===== src/rtl/fifo_wr_arbiter.sv =====
`default_nettype none
// ============================================================================
// Module : fifo_wr_arbiter
// Round-robin, burst-bounded arbiter sharing one async-FIFO write port (wclk).
// Rev    : 1.0
// ============================================================================
module fifo_wr_arbiter #(
  parameter int NUM_REQ   = 4,
  parameter int DATA_W    = 8,
  parameter int MAX_BURST = 4,
  parameter int ID_W      = 2
) (
  input  logic                      wclk,
  input  logic                      wrst_n,
  input  logic [NUM_REQ-1:0]        req_valid,
  input  logic [NUM_REQ-1:0]        req_last,
  input  logic [NUM_REQ*DATA_W-1:0] req_data,
  output logic [NUM_REQ-1:0]        req_ready,
  input  logic                      fifo_wenable,
  output logic [DATA_W-1:0]         fifo_wdata,
  output logic                      fifo_winc,
  output logic [ID_W-1:0]           grant_id,
  output logic                      busy,
  output logic [15:0]               xfer_cnt
);

  localparam int                c_beat_w    = $clog2(MAX_BURST) + 1;
  localparam logic [c_beat_w-1:0] c_beat_last = c_beat_w'(MAX_BURST - 1);
  localparam logic [ID_W-1:0]   c_gnt_init  = ID_W'(NUM_REQ - 1);

  typedef enum logic [0:0] {
    ST_IDLE  = 1'b0,
    ST_BURST = 1'b1
  } state_t;

  state_t               r_state;
  state_t               w_state_nxt;
  logic [ID_W-1:0]      r_grant_id;
  logic [ID_W-1:0]      r_last_gnt;
  logic [c_beat_w-1:0]  r_beat_cnt;
  logic [15:0]          r_xfer_cnt;
  logic [ID_W-1:0]      w_sel_id;
  logic [ID_W-1:0]      w_scan_idx;
  logic                 w_sel_found;
  logic                 w_gnt_valid;
  logic                 w_gnt_last;
  logic                 w_winc;
  logic                 w_burst_end;
  logic [DATA_W-1:0]    w_slice [NUM_REQ];

  generate
    for (genvar g = 0; g < NUM_REQ; g++) begin : g_unpack
      assign w_slice[g] = req_data[g*DATA_W +: DATA_W];
    end
  endgenerate

  // Scan starts one past the last grant so every requester gets a turn.
  always_comb begin
    w_sel_id    = r_last_gnt;
    w_sel_found = 1'b0;
    w_scan_idx  = r_last_gnt;
    for (int k = 1; k <= NUM_REQ; k++) begin
      w_scan_idx = ID_W'((int'(r_last_gnt) + k) % NUM_REQ);
      if (!w_sel_found && req_valid[w_scan_idx]) begin
        w_sel_id    = w_scan_idx;
        w_sel_found = 1'b1;
      end
    end
  end

  assign w_gnt_valid = req_valid[r_grant_id];
  assign w_gnt_last  = req_last[r_grant_id];
  assign w_winc      = (r_state == ST_BURST) && w_gnt_valid && fifo_wenable;
  assign w_burst_end = w_winc && (w_gnt_last || (r_beat_cnt == c_beat_last));

  always_comb begin
    w_state_nxt = r_state;
    req_ready   = '0;
    case (r_state)
      ST_IDLE: begin
        if (w_sel_found) begin
          w_state_nxt = ST_BURST;
        end
      end
      ST_BURST: begin
        req_ready[r_grant_id] = fifo_wenable;
        if (w_burst_end) begin
          w_state_nxt = ST_IDLE;
        end
      end
      default: w_state_nxt = ST_IDLE;
    endcase
  end

  always_comb begin
    fifo_winc  = w_winc;
    fifo_wdata = '0;
    if (w_winc) begin
      fifo_wdata = w_slice[r_grant_id];
    end
  end

  always_ff @(posedge wclk or negedge wrst_n) begin
    if (!wrst_n) begin
      r_state <= ST_IDLE;
    end else begin
      r_state <= w_state_nxt;
    end
  end

  always_ff @(posedge wclk or negedge wrst_n) begin
    if (!wrst_n) begin
      r_grant_id <= '0;
      r_last_gnt <= c_gnt_init;
      r_beat_cnt <= '0;
      r_xfer_cnt <= '0;
    end else begin
      if ((r_state == ST_IDLE) && w_sel_found) begin
        r_grant_id <= w_sel_id;
        r_beat_cnt <= '0;
      end
      if (w_winc) begin
        r_beat_cnt <= r_beat_cnt + 1'b1;
        r_xfer_cnt <= r_xfer_cnt + 16'd1;
      end
      if (w_burst_end) begin
        r_last_gnt <= r_grant_id;
      end
    end
  end

  assign grant_id = r_grant_id;
  assign busy     = (r_state == ST_BURST);
  assign xfer_cnt = r_xfer_cnt;

endmodule
`default_nettype wire


===== config.mk =====
export PLATFORM = sky130hd
export DESIGN_NAME = fifo_wr_arbiter
export DESIGN_NICKNAME = d
export VERILOG_FILES = /design/src/rtl/fifo_wr_arbiter.sv
export SDC_FILE = /design/constraint.sdc
export NUM_CORES = 1
export LEC_CHECK = 0
export ABC_AREA = 0
export ABC_CLOCK_PERIOD_IN_PS = 2250
export BUFFER_PORTS_ARGS = -buffer_cell sky130_fd_sc_hd__buf_4
export CORE_ASPECT_RATIO = 1.2
export CORE_MARGIN = 2
export CORE_UTILIZATION = 45
export DETAILED_ROUTE_END_ITERATION = 12
export PLACE_DENSITY = 0.78
export SLEW_MARGIN = 10
export SYNTH_ARGS = -nofsm -noshare
export SYNTH_HDL_FRONTEND = slang
export SYNTH_SLANG_ARGS = --single-unit
export TNS_END_PERCENT = 50

===== constraint.sdc =====
create_clock -name wclk -period 2.25 [get_ports wclk]
set_input_delay 0.225 -clock wclk [delete_from_list [all_inputs] [get_ports wclk]]
set_output_delay 0.225 -clock wclk [all_outputs]
set_load 0.03 [all_outputs]

==> results of run 1 <==
## per-layer routing
metal | vias up | part of all wire | GRT usage
li1 | 680 | - | -
met1 | 690 | 0.36 | 0.234
met2 | 81 | 0.52 | 0.403
met3 | 3 | 0.11 | 0.0416
met4 | 0 | 0.0089 | 0.0523
met5 | - | 0 | 0
## cell usage after synthesis (all sizes together)
library cell / instances
nand2: 10
a31oi: 1
xnor2: 14
o2111ai: 1
or2: 1
a21o: 1
a21bo: 1
mux4: 8
o21ai: 2
nand2b: 3
inv: 4
nand3: 5
o211ai: 1
nor3: 2
dfrtp: 22
xor2: 1
a21oi: 4
o41ai: 1
mux2: 4
a211oi: 1
dfstp: 2
nor2: 9
and2: 9
mux2i: 5
and3: 5
ha: 3
o22ai: 2
a221oi: 1
buf: 5
nand4: 12
nand3b: 2
clkbuf: 4
## cells by family after synthesis
| logic type | share of synthesized area |
|---|---|
| xor+xnor | 0.0848 |
| mux | 0.178 |
| flops | 0.389 |
| fa+ha+maj | 0.0242 |
| compound gates | 0.0864 |
| buf+inv | 0.0380 |
| simple gates | 0.200 |
## sequential cells by signal, indices dropped and copies added (netlist names)
register,cells
busy,1
grant_id,2
r_beat_cnt,3
r_last_gnt,2
xfer_cnt,16
## power breakdown
group,internal (uW),switching [uW]
logic,623,702
registers,555,167
clock network,156,128
total,1330,997
## layout make-up
cell class | instances | area (sq um) | area share
Multi-Input combinational cell | 109 | 893 | 0.403
Sequential cell | 24 | 603 | 0.272
Timing Repair Buffer | 80 | 603 | 0.272
Clock buffer | 4 | 55.1 | 0.0248
Tap cell | 37 | 46.3 | 0.0209
Inverter | 4 | 15.0 | 0.00678
## how the worst max path moves through the flow
stage,endpoint,startpoint
6_report,fifo_wdata[3],grant_id[0]$_DFFE_PN0P_
5_1_grt,fifo_wdata[3],grant_id[0]$_DFFE_PN0P_
4_1_cts,fifo_wdata[3],grant_id[0]$_DFFE_PN0P_
3_5_place_dp,xfer_cnt[1]$_DFFE_PN0P_,grant_id[1]$_DFFE_PN0P_
3_3_place_gp,r_last_gnt[0]$_DFFE_PN1N_,r_beat_cnt[0]$_DFFE_PN0P_
2_1_floorplan,fifo_wdata[0],grant_id[0]$_DFFE_PN0P_
## timing repair
item / CTS / global route
setup buffers: 0 / 0
endpoints found under the hold margin: 22 / 0
hold buffers: 1 / 0
## per-stage QoR
stage          area (sq um)  worst slack [ns]  instances  utilization  hold slack, ns
2_1_floorplan          1550            0.0921        146            -         -0.0706
3_3_place_gp           2150             0.526        253        0.650           0.132
3_5_place_dp           2150             0.453        253        0.650           0.143
4_1_cts                2220             0.268        258        0.670           0.355
5_1_grt                2220             0.224        258        0.670           0.396
6_report               2220             0.297        258        0.670           0.351
## critical path, delay by kind of cell (launching register included)
| kind | cells | cell delay, ns |
|---|---|---|
| muxes | 1 | 0.52 |
| DFF | 1 | 0.39 |
| buffers and inverters | 2 | 0.37 |
| and+or+nand+nor | 1 | 0.19 |
## cell usage in the layout (no fill, tap or decap), drive strengths merged, types with 3 or more instances in the layout
cell type / n
nand2b: 3
nand2: 10
a21oi: 4
nand3: 5
xnor2: 14
nor2: 9
mux4: 8
ha: 3
dfrtp: 22
and2: 9
mux2i: 5
inv: 4
buf: 79
clkbuf: 4
nand4: 12
mux2: 4
and3: 5
==> impl_metrics.env, run 1 <==
export IMPL_outcome="complete, no violations"
export IMPL_grt_first_pass_wirelength_um=6270
export IMPL_antenna_found_initial=0
export IMPL_setup_viol=0
export IMPL_timing_final_crit_share=0.868
export IMPL_cts_htree_levels=1
export IMPL_routabilityCongestion=0.890
export IMPL_drt_iter0_drc=47
export IMPL_rr_endpoint="xfer_cnt[1]$_DFFE_PN0P_"
export IMPL_relSlewSlack=0.758
export IMPL_holdCritStartpoint="req_valid[3]"
export IMPL_maxSlewViolCount=0
export IMPL_io_pins=75
export IMPL_cpMostUsedCell="buf_4"
export IMPL_p_leak_uw=0.00104
export IMPL_powerDensity_mw_per_mm2=1050
export IMPL_critPathMaxStageDelay_ns=0.52
export IMPL_wl_per_cell_um=15.8
export IMPL_total_power_uw=2330
export IMPL_die_h_um=68.3
export IMPL_antenna_cells=0
export IMPL_worstSetupStartpointType="flop"
export IMPL_syn_area_sq_mm=0.00155
export IMPL_r2r_cells=4
export IMPL_grt_usage=0.209
export IMPL_clockBufferDepth=2
export IMPL_max_freq_mhz=512
export IMPL_cap_viol_max_count=0
export IMPL_syn_area_per_cell_sq_um=10.6
export IMPL_fillers=257
export IMPL_yosys_warnings=0
export IMPL_via_count=1454
export IMPL_timing_rr_start="grant_id[1]$_DFFE_PN0P_"
export IMPL_area_growth_pct=43.1
export IMPL_clk_pin_slew_ns=0.07
export IMPL_synth_seq_area_share=0.389
export IMPL_rsz0062_at_grt="no"
export IMPL_synth_nets=192
export IMPL_cts_made_buffers=3
export IMPL_cp_cell_sequence="buf_4 -> mux4_2 -> and2_1 -> buf_4"
export IMPL_start_util=0.468
export IMPL_vias_per_cell=5.64
export IMPL_synthTopCellsByArea="dfrtp_1 36%, mux4_2 12%, xnor2_1 7.9%"
export IMPL_yosysUniqueCellTypes=34
export IMPL_core_sq_mm=0.00331
export IMPL_ant_nets=0
export IMPL_gr_total_overflow=0
export IMPL_tightest_slew_ns=0.363
export IMPL_grt_pass1_vias=1380
export IMPL_wirelength_um=4070
export IMPL_fin_nets=268
export IMPL_critPathRequiredTime_ns=2.03
export IMPL_ir_drop_v=0.000753
export IMPL_drc=0
export IMPL_postCtsResizedCells=0
export IMPL_critPathKind="flop to output pin"
export IMPL_final_min_clock_period_ns=1.95
export IMPL_final_hold_viol_count=0
export IMPL_cp_end_kind="output pin"
export IMPL_drive_above_1_share=0.466
export IMPL_rows=23
export IMPL_portBuffers=74
export IMPL_dp_final_hpwl_um=3330
export IMPL_hold_depth=3
export IMPL_cts_root_buf="clkbuf_8"
export IMPL_rrSetupSlack_ns=0.45
export IMPL_cts_sinks=24
export IMPL_tns_ns=0
export IMPL_yosys_area_top_type="dfrtp_1"
export IMPL_synth_seq_cells=24
export IMPL_worstHoldPathType="input port to flop"
export IMPL_synthCells=146
export IMPL_finClkSkew_ns=0.00576
export IMPL_die_area_sq_mm=0.00393
export IMPL_drt_pass1_iter_count=4
export IMPL_cp_slowest_cell="mux4_2"
export IMPL_cp_arrival_ns=1.73
export IMPL_synth_top_area_frac=0.355
export IMPL_die_x_um=57.6
export IMPL_crit_path_max_fanout=8
export IMPL_grt_max_degree=25
export IMPL_clock_latency_ns=0.27
export IMPL_hold_end="grant_id[0]$_DFFE_PN0P_"
export IMPL_cts_tree="yes"
No activity file was read; power rests on OpenSTA's default activity.
==> inputs of run 2 (changes only) <==
CORE_MARGIN = unset   (was 2)
==> run 2 against run 1 <==
Against the previous run:
- clock skew shrank 0.00065 ns
- flip-flop and latch count unchanged
- sequential share of layout area grew 0.47 points
- critical path depth did not move
- fmax fell by 7.1%
- hold slack worse by 0.039 ns
- sequential power rose by 0.6%
- die area shrank 6.3%
- first-iteration DRC count grew 4.3%
- count of clock-buffer cells in the layout is the same
- worst setup slack lost 0.15 ns
- total power shrank 5.1%
- critical path type unchanged
- critical endpoint is now fifo_wdata[2]
- largest power group unchanged
==> impl_metrics.env, run 2 (synthesis results as in run 1) <==
export IMPL_outcome="complete, no violations"
export IMPL_core_sq_mm=0.00317
export IMPL_startpoint="grant_id[0]$_DFFE_PN0P_"
export IMPL_portBuffers=74
export IMPL_post_place_ws_ns=0.476
export IMPL_critPathKind="flop to output pin"
export IMPL_grt_max_degree=25
export IMPL_finClkSkew_ns=0.00512
export IMPL_grt_first_pass_wirelength_um=6440
export IMPL_cp_cell_sequence="buf_4 -> mux4_2 -> and2_1 -> buf_4"
export IMPL_place_inst=251
export IMPL_die_area_sq_mm=0.00368
export IMPL_start_util=0.489
export IMPL_fin_area_sq_mm=0.00218
export IMPL_cp_arrival_ns=1.88
export IMPL_holdBufCountCts=1
export IMPL_fillers=240
export IMPL_maxSlewViolCount=0
export IMPL_cpMostUsedCell="buf_4"
export IMPL_cts_htree_levels=1
export IMPL_p_leak_uw=0.00102
export IMPL_clock_latency_ns=0.30
export IMPL_area_growth_pct=40.6
export IMPL_holdCritStartpoint="req_valid[3]"
export IMPL_cts_root_buf="clkbuf_4"
export IMPL_clk_pin_slew_ns=0.12
export IMPL_cts_sinks=24
export IMPL_cts_made_buffers=3
export IMPL_wirelength_um=3750
export IMPL_via_count=1419
export IMPL_post_dp_cell_area_sq_mm=0.00214
export IMPL_critPathRequiredTime_ns=2.03
export IMPL_cap_viol_max_count=0
export IMPL_setup_viol=0
export IMPL_die_x_um=55.6
export IMPL_fin_nets=267
export IMPL_rows=22
export IMPL_worstSetupStartpointType="flop"
export IMPL_relSlewSlack=0.647
export IMPL_dp_final_hpwl_um=2990
export IMPL_final_common_cell="buf_4"
export IMPL_final_min_clock_period_ns=2.10
export IMPL_setup_ws_ns=0.148
export IMPL_ant_nets=0
export IMPL_critPathMaxStageDelay_ns=0.51
export IMPL_crit_path_max_fanout=10
export IMPL_seqCellArea_sq_um=603
export IMPL_drt_iter0_drc=49
export IMPL_rsz0062_at_grt="no"
export IMPL_final_hold_viol_count=0
export IMPL_powerDensity_mw_per_mm2=1020
export IMPL_drt_pass1_iter_count=4
export IMPL_vias_per_cell=5.54
export IMPL_io_pins=75
export IMPL_timing_final_crit_share=0.934
export IMPL_ir_drop_v=0.000863
export IMPL_final_cell_mix="78 x buf_4, 22 x dfrtp_1, 14 x xnor2_1"
export IMPL_grt_usage=0.221
export IMPL_tightest_slew_ns=0.528
export IMPL_cp_slowest_cell="mux4_2"
export IMPL_max_freq_mhz=476
export IMPL_drive_above_1_share=0.459
export IMPL_stdcell_count=256
export IMPL_cp_end_kind="output pin"
export IMPL_worstHoldPathType="input port to flop"
export IMPL_rrSetupSlack_ns=0.45
export IMPL_grt_pass1_vias=1420
export IMPL_gr_total_overflow=0
export IMPL_antenna_cells=0
export IMPL_multi_input_area_sq_um=893
export IMPL_tns_ns=0
export IMPL_routabilityCongestion=0.863
export IMPL_drc=0
export IMPL_clockBufferDepth=2
export IMPL_cts_tree="yes"
export IMPL_timing_rr_start="grant_id[0]$_DFFE_PN0P_"
export IMPL_postCtsSetupBuffers=0
export IMPL_largest_reg_flops=16
export IMPL_postCtsResizedCells=0
export IMPL_die_h_um=66.3
export IMPL_antenna_found_initial=0
export IMPL_wl_per_cell_um=14.7
run 2: worst paths after layout:
check	to	cells after the start
max	fifo_wdata[2]	4
min	grant_id[0]$_DFFE_PN0P_	3
max reg2reg	xfer_cnt[1]$_DFFE_PN0P_	4
min reg2reg	xfer_cnt[15]$_DFFE_PN0P_	1
max in group asynchronous	r_last_gnt[0]$_DFFE_PN1N_	2
min in group asynchronous	xfer_cnt[14]$_DFFE_PN0P_	2
run 2: layer usage:
metal	wire length, um	part of all wire	track usage
met5	0	0	0
met3	300	0.080	0.0333
met2	1860	0.50	0.408
met4	78	0.021	0.100
met1	1520	0.40	0.252
run 2: report_power, final:
part | internal [uW] | switching, uW | total (uW)
Combinational | 613 | 686 | 1300
Sequential | 554 | 172 | 726
Clock | 69.1 | 118 | 187
run 2: area by class of cell:
| type | instances | area share |
|---|---|---|
| Multi-Input combinational cell | 109 | 0.410 |
| Sequential cell | 24 | 0.277 |
| Timing Repair Buffer | 79 | 0.273 |
| Tap cell | 36 | 0.0207 |
| Clock buffer | 4 | 0.0121 |
| Inverter | 4 | 0.00689 |
run 2: critical path: cells and delay by family, from the launching register on:
kind / cells / cell delay [ns]
multiplexers: 1 / 0.51
flip-flops: 1 / 0.48
buffers and inverters: 2 / 0.42
AND/OR/NAND/NOR: 1 / 0.17
run 2: stage by stage:
stage / hold slack (ns) / power, uW / util
final: 0.312 / 2210 / 0.688
after global routing: 0.351 / 2360 / 0.688
after CTS: 0.313 / 2230 / 0.688
after detailed placement: 0.139 / 2040 / 0.677
after global placement: 0.135 / 1990 / 0.677
after floorplan: -0.0706 / 1620 / -
